### src/rtl/equiv_check_sequencer.sv
// Stimulus sequencer and comparator for equivalence-checking a generated two-input cell.
// Drives LFSR-derived a/b into both units, waits a settle window, compares and records results.
`timescale 1ns/1ps
module equiv_check_sequencer #(
  parameter int          NUM_VECTORS   = 16,
  parameter int          WARMUP_CYCLES = 100,
  parameter int          SETTLE_CYCLES = 25,
  parameter logic [15:0] LFSR_SEED     = 16'hACE1,
  parameter bit          STOP_ON_FAIL  = 1'b1
) (
  input  logic       clock,
  input  logic       reset_n,
  input  logic       start,
  input  logic       dut_out,
  input  logic       ref_out,
  output logic       a_out,
  output logic       b_out,
  output logic       busy,
  output logic       done,
  output logic       pass,
  output logic       fail,
  output logic [7:0] mismatch_count,
  output logic [7:0] vector_index,
  output logic [7:0] fail_vector,
  output logic       fail_a,
  output logic       fail_b
);

  // An all-zero seed would lock the LFSR, so it falls back to the default.
  localparam logic [15:0] SEED     = (LFSR_SEED == 16'h0) ? 16'hACE1 : LFSR_SEED;
  localparam int          CNT_MAX  = (WARMUP_CYCLES > SETTLE_CYCLES) ? WARMUP_CYCLES : SETTLE_CYCLES;
  localparam int          CW       = (CNT_MAX < 2) ? 1 : $clog2(CNT_MAX + 1);
  localparam logic [CW-1:0] WARM_LAST   = CW'(WARMUP_CYCLES - 1);
  localparam logic [CW-1:0] SETTLE_LAST = CW'(SETTLE_CYCLES - 1);
  localparam logic [7:0]  LAST_VEC = 8'(NUM_VECTORS - 1);

  typedef enum logic [2:0] {S_IDLE, S_WARMUP, S_SETTLE, S_CHECK, S_DONE} state_t;

  state_t        r_state;
  logic [15:0]   r_lfsr;
  logic [CW-1:0] r_cnt;

  logic [15:0] w_lfsr_next;
  logic        w_mismatch;
  logic [7:0]  w_mc_inc;
  logic        w_stop;
  logic        w_any_fail;

  assign w_lfsr_next = {1'b0, r_lfsr[15:1]} ^ (r_lfsr[0] ? 16'hB400 : 16'h0000);
  assign w_mismatch  = dut_out ^ ref_out;
  assign w_mc_inc    = (mismatch_count == 8'hFF) ? mismatch_count : mismatch_count + 8'd1;
  assign w_stop      = (w_mismatch && STOP_ON_FAIL) || (vector_index == LAST_VEC);
  assign w_any_fail  = w_mismatch || (mismatch_count != 8'd0);

  always_ff @(posedge clock or negedge reset_n) begin
    if (!reset_n) begin
      r_state        <= S_IDLE;
      r_lfsr         <= SEED;
      r_cnt          <= '0;
      a_out          <= 1'b0;
      b_out          <= 1'b0;
      busy           <= 1'b0;
      done           <= 1'b0;
      pass           <= 1'b0;
      fail           <= 1'b0;
      mismatch_count <= 8'd0;
      vector_index   <= 8'd0;
      fail_vector    <= 8'd0;
      fail_a         <= 1'b0;
      fail_b         <= 1'b0;
    end else begin
      case (r_state)
        S_IDLE, S_DONE: begin
          if (start) begin
            r_state        <= S_WARMUP;
            r_lfsr         <= SEED;
            r_cnt          <= '0;
            a_out          <= 1'b0;
            b_out          <= 1'b0;
            busy           <= 1'b1;
            done           <= 1'b0;
            pass           <= 1'b0;
            fail           <= 1'b0;
            mismatch_count <= 8'd0;
            vector_index   <= 8'd0;
            fail_vector    <= 8'd0;
            fail_a         <= 1'b0;
            fail_b         <= 1'b0;
          end
        end
        S_WARMUP: begin
          if (r_cnt == WARM_LAST) begin
            r_cnt   <= '0;
            a_out   <= r_lfsr[0];
            b_out   <= r_lfsr[1];
            r_state <= S_SETTLE;
          end else begin
            r_cnt <= r_cnt + 1'b1;
          end
        end
        S_SETTLE: begin
          if (r_cnt == SETTLE_LAST) begin
            r_cnt   <= '0;
            r_state <= S_CHECK;
          end else begin
            r_cnt <= r_cnt + 1'b1;
          end
        end
        S_CHECK: begin
          if (w_mismatch) begin
            mismatch_count <= w_mc_inc;
            if (mismatch_count == 8'd0) begin
              fail_vector <= vector_index;
              fail_a      <= a_out;
              fail_b      <= b_out;
            end
          end
          if (w_stop) begin
            r_state <= S_DONE;
            busy    <= 1'b0;
            done    <= 1'b1;
            pass    <= !w_any_fail;
            fail    <= w_any_fail;
          end else begin
            r_lfsr       <= w_lfsr_next;
            vector_index <= vector_index + 8'd1;
            a_out        <= w_lfsr_next[0];
            b_out        <= w_lfsr_next[1];
            r_state      <= S_SETTLE;
          end
        end
        default: r_state <= S_IDLE;
      endcase
    end
  end

endmodule
### config.mk
export PLATFORM = sky130hd
export DESIGN_NAME = equiv_check_sequencer
export DESIGN_NICKNAME = d
export VERILOG_FILES = /design/src/rtl/equiv_check_sequencer.sv
export SDC_FILE = /design/constraint.sdc
export NUM_CORES = 1
export LEC_CHECK = 0
export ABC_AREA = 1
export CAP_MARGIN = 20
export CORE_MARGIN = 3
export CORE_UTILIZATION = 50
export DETAILED_ROUTE_END_ITERATION = 8
export GPL_TIMING_DRIVEN = 0
export PLACE_DENSITY = 0.82
export SLEW_MARGIN = 20
export SYNTH_ARGS = -nofsm -noshare
export SYNTH_HDL_FRONTEND = slang
export SYNTH_SLANG_ARGS = --single-unit
### constraint.sdc
create_clock -name clock -period 1.5 [get_ports clock]
set_input_delay 0.15 -clock clock [delete_from_list [all_inputs] [get_ports clock]]
set_output_delay 0.15 -clock clock [all_outputs]
set_load 0.005 [all_outputs]
# --- Word level (Yosys, flattened, before mapping) ---
# Cells that the tools add are included.
word_totals:
  reg_bits: 58
  in_bits: 5
  output_inout_bits: 32
  word_cells: 96
op_classes:
  n_addsub: 3
  eq_ne: 16
  n_mux: 44
  n_bitwise: 2
  n_reduce_logical: 17
ops:
  columns: ["operator", "count"]
  rows:
  - ["$mux 16", 3]
  - ["$mux 8", 6]
  - ["$pmux 8 s2", 3]
  - ["$pmux 16 s2", 1]
  - ["$mux 7", 3]
  - ["$pmux 7 s3", 1]
  - ["$add 8x1->8 const B", 2]
  - ["$ne 2x2->1 const B", 8]
  - ["$xor 15x16->16", 1]
  - ["$mux 1", 14]
  - ["$mux 3", 4]
  - ["$pmux 1 s2", 6]
  - ["$pmux 3 s4", 1]
  - ["$reduce_and 4->1", 3]
  - ["$reduce_and 3->1", 3]
  - ["$eq 8x4->1 const B", 1]
  - ["$eq 8x8->1 const B", 1]
  - ["$logic_not 8->1", 1]
  - ["$reduce_bool 8->1", 1]
  - ["$add 7x1->7 const B", 1]
  - ["$eq 7x5->1 const B", 1]
  - ["$eq 7x7->1 const B", 1]
  - ["$eq 3x2->1 const B", 2]
  - ["$pmux 1 s3", 2]
  - ["10 further kinds", 12]

# --- Depth between registers and ports, before layout ---
# Gate-level depths: netlist of run 1.
depth:
  ltp_word: 5
  depth_mapped: 10
  depth_no_buf: 9

# --- Worst setup path after synthesis of run 1 ---
# No wires, ideal clock.
synth_path:
  path_kind: "register to register"
  start: "register vector_index[0]"
  end: "register vector_index[2]"
  setup_time_ns: 0.117
  arrival_ns: 1.392
  t_required_ns: 1.383
  path_slack_ns: -0.009
  path_stages_with_launch: 10
  path_buffers: 1
  cell_sequence: "dfrtp_1 -> ha_1 -> nand2_1 -> nor2_2 -> nand3_1 -> nand2_2 -> nand2_4 -> buf_4 -> nand3_1 -> nand2_1"
synth_between:
  elab_chain_len: 4
  word_cells_on_any_way: 7
  classes_between: "add/sub (1); eq/ne (2); mux (2); reduce/logical (2)"
synth_lines:
  columns: ["item", "line", "source"]
  rows:
  - ["start: declaration", "23", "output logic [7:0] vector_index,"]
  - ["start signal: assignment", "126", "vector_index <= vector_index + 8'd1;"]
  - ["branches (longest 4 deep; another with $add 8x1->8)", null, null]
# Parallel ways; which one is timed is not known. The select of a mux whose other input is x is not followed.
# A chain may end at the register's enable or synchronous reset.

# --- Worst setup path after layout of run 1 ---
layout_path:
  start: "register r_state[1]"
  end: "register vector_index[6]"
layout_between:
  elab_chain_len: 4
  word_cells_on_any_way: 9
  classes_between: "eq/ne (4); mux (1); reduce/logical (4)"
layout_lines:
  columns: ["item", "line", "source"]
  rows:
  - ["start: declaration", "39", "state_t r_state;"]
  - ["start signal: assignment", "57", "r_state <= S_IDLE;"]
  - ["start signal: assignment", "75", "r_state <= S_WARMUP;"]
  - ["start signal: assignment", "96", "r_state <= S_SETTLE;"]
  - ["$eq 3x3->1 / $logic_not 3->1 (equally long branches)", "72", "case (r_state)"]
  - ["$reduce_or 2->1", "72", null]
  - ["$ne 2x2->1 (no source line) / $reduce_bool 2->1 (equally long branches)", null, null]
  - ["$reduce_and 3->1 (no source line)", null, null]
# Several ways; a longest one is shown, not always the timed one.

==> results_dict.tcl, run 1 <==
set metrics [dict create \
    die_x_um 85.1 \
    dieArea_um2 7240 \
    drt_iter0_drc 234 \
    use_met1_pct 24.0 \
    fin_util_pct 68.9 \
    path_max_fanout 7 \
    p_per_area_nw_per_um2 1760 \
    start_util_pct 52.2 \
    syn_nets 440 \
    die_h_um 85.1 \
    worst_slew_pin_slew_ns 0.737 \
    dr.pass1.iters 4 \
    vias 3022 \
    antenna_found_initial 0 \
    syn_to_final_growth_pct 32.1 \
    place_area_um2 3600 \
    final_cell_mix "175 x nand2_1, 39 x nor2_1, 37 x nand3_1, 33 x inv_1, 33 x dfrtp_1" \
    overflow 0 \
    crit_arrival_ns 1.74 \
    met2_usage_pct 34.6 \
    violations "setup timing" \
    grt_max_degree 59 \
    ir_worst_vdd_v 0.000943 \
    cts_buffers 9 \
    cts.htree.levels 3 \
    viasPerCell 5.24 \
    cts_sinks 58 \
    final_net_count 507 \
    port-buffer-count 36 \
    dp_hpwl_um 4750 \
    ioPinCount 37 \
    rsz0062_at_grt "true" \
    relSlewSlack_pct 50.9 \
    worst_slack_ns -0.00982 \
    wl_per_cell_um 13.5 \
    core_um2 5990 \
    clk_latency_ns 0.35 \
    drc 0 \
    clockBufferDepth 2 \
    grt_pass1_wl_um 11900 \
    pre_cts_ws_ns -0.228 \
    place_congestion 0.808 \
    drv_slew 0 \
    cts_tree "yes" \
    first_global_vias 2807 \
    synth_ff_type "dfrtp_1" \
    worstSetupPathType "reg -> reg" \
    grtUsageTotal_pct 20.2 \
    final-seq-area_um2 1480 \
    synth_edf_count 0 \
    syn_area_um2 3130 \
    dp.cells 541 \
    status "complete, but fails checks" \
    drive_above_1_share_pct 20.9 \
    ys_types 29 \
    leakage_nw 1.98 \
    fin_crit_sh_pct 101 \
    period_needed_ns 1.51 \
    max_freq_mhz 662 \
    max_cap_violations 0 \
    end_kind "flip-flop" \
    setup_viol 6 \
    busiest_layer "met2" \
    synthArstFlopShare_pct 100 \
    routed_wl_um 7790 \
    cp-start-kind "flip-flop" \
    hold_class "in -> async" \
    detail-route-antenna-nets 0 \
    mostFrequentLayoutCell "nand2_1" \
    cts.reportedPaths.clkPinSlew_ns 0.07 \
    grtUsageMet3_pct 4.17 \
    ys_seq_elements 58 \
    cp.required_ns 1.74 \
    clockRootBuffer "clkbuf_8" \
    rows 28 \
    finClkSkew_ns 0.0128 \
    syn_inst 430 \
    seq_area_frac_synth_pct 46.7 \
    multi_input_area_um2 1590 \
    stdcell_area_um2 4130 \
    fillers 456 \
    antennaDiodeCount 0 \
    report.final.hold_viol_count 0 \
    stdcell_count 577 \
    syn_avg_cell_area_um2 7.27 \
    yosysWarnings 0 \
]
path summary, 6_finish.rpt:
| kind | start | to | slack (ns) | cells after the start |
|---|---|---|---|---|
| max reg2reg | r_state[1] | vector_index[6] | -0.01 | 9 |
| max in group asynchronous | reset_n | r_cnt[0] | 0.56 | 2 |
| min | reset_n | vector_index[1] | 0.41 | 2 |
| min reg2reg | r_lfsr[6] | r_lfsr[6] | 0.46 | 2 |
| min in group clock | start | busy | 0.45 | 3 |
| max | r_state[1] | vector_index[6] | -0.01 | 9 |
cell families after synthesis:
| logic type | Yosys count | synth area share, % |
|---|---|---|
| xor gates and xnor gates | 6 | 1.68 |
| buffers and inverters | 48 | 6.48 |
| and+or+nand+nor | 290 | 38.9 |
| AOI/OAI and AO/OA | 23 | 4.16 |
| DFF | 58 | 46.7 |
| adders and majority gates | 5 | 2.00 |
synthesized netlist by cell type (3+ instances only):
cell type | n | area (µm²)
nand2_1 | 184 | 691
dfrtp_1 | 50 | 1250
nor2_1 | 43 | 161
nand3_1 | 40 | 200
inv_1 | 35 | 131
o21ai_1 | 10 | 50.1
dfstp_2 | 8 | 210
nand4_1 | 6 | 37.5
ha_1 | 5 | 62.6
o21ai_0 | 5 | 25.0
xnor2_1 | 5 | 43.8
clkbuf_1 | 4 | 15.0
or2_2 | 4 | 25.0
buf_2 | 3 | 15.0
nand3b_1 | 3 | 22.5
nor2_2 | 3 | 18.8
nor3b_1 | 3 | 22.5
o21bai_1 | 3 | 22.5
area by class of cell:
class / instances / share of cell area (%)
timing repair buffer: 56 / 12.6
buffer: 12 / 2.15
inverter: 36 / 3.48
clock buffer: 11 / 3.67
tap: 75 / 2.27
multi-input combinational: 324 / 38.6
clock inverter: 5 / 1.27
sequential: 58 / 35.9
report_power, final:
group          internal (W)  switching [W]
Sequential          0.00205       0.000338
Clock              0.000848       0.000644
Combinational       0.00138        0.00201
sequential cells by signal, summed over array words and instances, names as in the netlist:
signal	cells
r_lfsr	16
fail_vector	8
mismatch_count	8
vector_index	8
r_cnt	7
r_state	3
a_out	1
b_out	1
busy	1
done	1
fail	1
fail_a	1
fail_b	1
pass	1
critical path, cell delays in order (launching register included):
cell     delay [ns]
dfrtp_1        0.43
buf_6          0.13
nand3_4        0.13
nor2_4         0.17
nand2_4        0.09
nand2_4        0.12
nand2_4        0.07
buf_4          0.15
nand2_1        0.06
nand2_1        0.05
timing repair:
action	CTS	global route
hold buffers	1	0
hold endpoints to repair	50	0
resized for setup	23	44
pin swaps	3	19
setup endpoints to repair	56	60
setup buffers	6	13
cloned	0	0
metrics by stage:
step,hold WS (ns),TNS (ns),total power [W]
2_1_floorplan,-0.146,0,0.00425
3_3_place_gp,0.446,-87.96,0.00499
3_5_place_dp,0.264,-7.16,0.00506
4_1_cts,0.434,-0.0140,0.00681
5_1_grt,0.477,-2.87,0.00776
6_report,0.412,-0.0192,0.00727
per-layer routing:
metal,share of wire (%),wire length (µm),up-vias
met1,42,3240,1421
met5,0,0,-
met3,5.9,460,23
met4,2.4,184,0
li1,-,-,1483
met2,50,3910,95
Note: power is estimated with default switching activity, not from simulation.
==> inputs of run 2 (changes only) <==
--- a/config.mk
+++ b/config.mk
@@ -7,11 +7,10 @@
 export LEC_CHECK = 0
 export ABC_AREA = 1
 export CAP_MARGIN = 20
-export CORE_MARGIN = 3
-export CORE_UTILIZATION = 50
+export CORE_UTILIZATION = 25
 export DETAILED_ROUTE_END_ITERATION = 8
 export GPL_TIMING_DRIVEN = 0
-export PLACE_DENSITY = 0.82
+export PLACE_DENSITY = 0.5
 export SLEW_MARGIN = 20
 export SYNTH_ARGS = -nofsm -noshare
 export SYNTH_HDL_FRONTEND = slang
==> run 2 against run 1 <==
Compared with the run above:
- the run now ends clean
- power is 25% higher
- clock power is 79% higher
- die area is 79% higher
- combinational power is 19% higher
- sequential cell count stayed put
- routed wire length is 3.9% higher
- maximum frequency is 2.7% higher
- critical endpoint is now r_lfsr[1]
- largest cell class unchanged
==> results_dict.tcl, run 2 (synthesized netlist as in run 1, its figures left out) <==
set metrics [dict create \
    leakage_nw 2.16 \
    pre_cts_ws_ns -0.280 \
    worstSetupPathType "reg -> reg" \
    rows 40 \
    crit_arrival_ns 1.69 \
    worst_slack_ns 0.0302 \
    path_max_fanout 6 \
    largest_reg_flops 16 \
    cts_tree "yes" \
    fin_crit_sh_pct 98.0 \
    drv_slew 0 \
    die_h_um 114 \
    drc 0 \
    vias 2945 \
    report.final.hold_viol_count 0 \
    final_cell_mix "153 x nand2_1, 38 x nor2_1, 35 x nand3_1, 34 x dfrtp_1" \
    hold_class "in -> async" \
    worst_slew_pin_slew_ns 0.495 \
    crit_chain "buf_12 > nand3_4 > nor2_4 > nand2_4 > nand2_8 > nand2_8 > clkbuf_16 > nand2_2 > nand2_1" \
    r2r_end "r_lfsr[1]" \
    viasPerCell 4.39 \
    die_x_um 114 \
    overflow 0 \
    end_kind "flip-flop" \
    fin_hold_ws_ns 0.242 \
    intPower_w 0.00577 \
    slowest_delay_ns 0.42 \
    stdcell_area_um2 4640 \
    setup_viol 0 \
    path_buf_inv 2 \
    detail-route-antenna-nets 0 \
    wl_per_cell_um 12.1 \
    max_cap_violations 0 \
    status "complete, no violations" \
    grtUsageTotal_pct 13.1 \
    clk_latency_ns 0.33 \
    cp.required_ns 1.72 \
    final_net_count 508 \
    mostFrequentLayoutCell "nand2_1" \
    r2r_cells 9 \
    cpMaxStageDelayCell "dfrtp_2" \
    port-buffer-count 36 \
    p_sw_w 0.00334 \
    antennaDiodeCount 0 \
    dieArea_um2 13000 \
    start_util_pct 25.8 \
    grt_max_degree 43 \
    fillers 1257 \
    r2r_start "r_state[0]" \
    pwr-share-seq_pct 26.4 \
    grt_pass1_wl_um 13100 \
    place_area_um2 3740 \
    dp_hpwl_um 5290 \
    dr.pass1.iters 4 \
    cts.htree.levels 3 \
    cts.reportedPaths.clkPinSlew_ns 0.05 \
    r2r_slack_ns 0.03 \
    relSlewSlack_pct 67.0 \
    power_frac_clock_pct 29.2 \
    place_congestion 0.800 \
    ioPinCount 37 \
    crit_top_cell "nand2_8" \
    rsz0062_at_grt "true" \
    switching_share_pct 36.7 \
    syn_to_final_growth_pct 48.4 \
    drive_above_1_share_pct 26.0 \
    cp-start-kind "flip-flop" \
    clockRootBuffer "clkbuf_16" \
    antenna_found_initial 0 \
    cts_sinks 58 \
    drt_iter0_drc 116 \
    multi_input_area_um2 1710 \
    clockBufferDepth 2 \
    first_global_vias 2695 \
    final-seq-area_um2 1480 \
    core_um2 12100 \
    top_register "r_lfsr" \
    cts_buffers 9 \
    cpLargestDelayFamily "simple AND/OR/NAND/NOR gates" \
    p_per_area_nw_per_um2 1960 \
    max_freq_mhz 680 \
    power_frac_comb_pct 44.5 \
    period_needed_ns 1.47 \
    dp.cells 635 \
    ir_worst_vdd_v 0.000826 \
    finClkSkew_ns 0.00420 \
    routed_wl_um 8100 \
    stdcell_count 671 \
]
==> run 2: power by group through the flow <==
stage                     Combinational (W)  Sequential, W  Clock [W]
after global routing                0.00448        0.00245    0.00277
final                               0.00405        0.00240    0.00266
after global placement              0.00278        0.00236          0
after CTS                           0.00319        0.00235    0.00272
after floorplan                     0.00194        0.00231          0
after detailed placement            0.00280        0.00237          0
==> run 2: stage by stage <==
stage	power [W]	TNS, ns	util (%)
final	0.00911	0	38.3
after global routing	0.00970	-0.723	38.3
after CTS	0.00825	-0.00171	35.4
after detailed placement	0.00517	-10.29	30.9
after global placement	0.00514	-104.93	30.7
after floorplan	0.00425	0	-
==> run 2: cell type report <==
| type | instances | area share, % |
|---|---|---|
| clock inverter | 4 | 2.59 |
| inverter | 36 | 3.07 |
| clock buffer | 12 | 5.74 |
| multi-input combinational | 324 | 36.8 |
| sequential | 58 | 31.9 |
| tap | 168 | 4.53 |
| timing repair buffer | 58 | 13.3 |
| buffer | 11 | 2.02 |
==> run 2: how the worst max path moves through the flow <==
stage,slack [ns],to,from,depth (start not counted)
3_3_place_gp,-1.75,fail_vector[2],reset_n,1
2_1_floorplan,0.005,vector_index[2],vector_index[0],10
5_1_grt,-0.05,r_state[1],r_state[0],7
6_report,0.03,r_lfsr[1],r_state[0],9
3_5_place_dp,-0.28,fail,start,7
4_1_cts,-0.002,r_lfsr[0],vector_index[1],10
==> run 2: worst register-to-register path: cells and delay by family (launching register included) <==
kind,cells,cell delay [ns]
AND/OR/NAND/NOR,7,0.66
flip-flops,1,0.42
buffers and inverters,2,0.29
==> run 2: what timing repair did <==
item / CTS / global route
hold buffers: 1 / 0
pin swaps: 3 / 27
setup buffers: 7 / 10
endpoints found under the hold margin: 16 / 0
endpoints found under the setup margin: 58 / 59
cloned: 0 / 3
gates resized for setup: 33 / 71
==> run 2: routing by layer <==
layer	track usage, %	routed length [µm]
met1	16.5	3680
met4	7.53	186
met5	0	0
met3	2.44	234
met2	21.0	4000
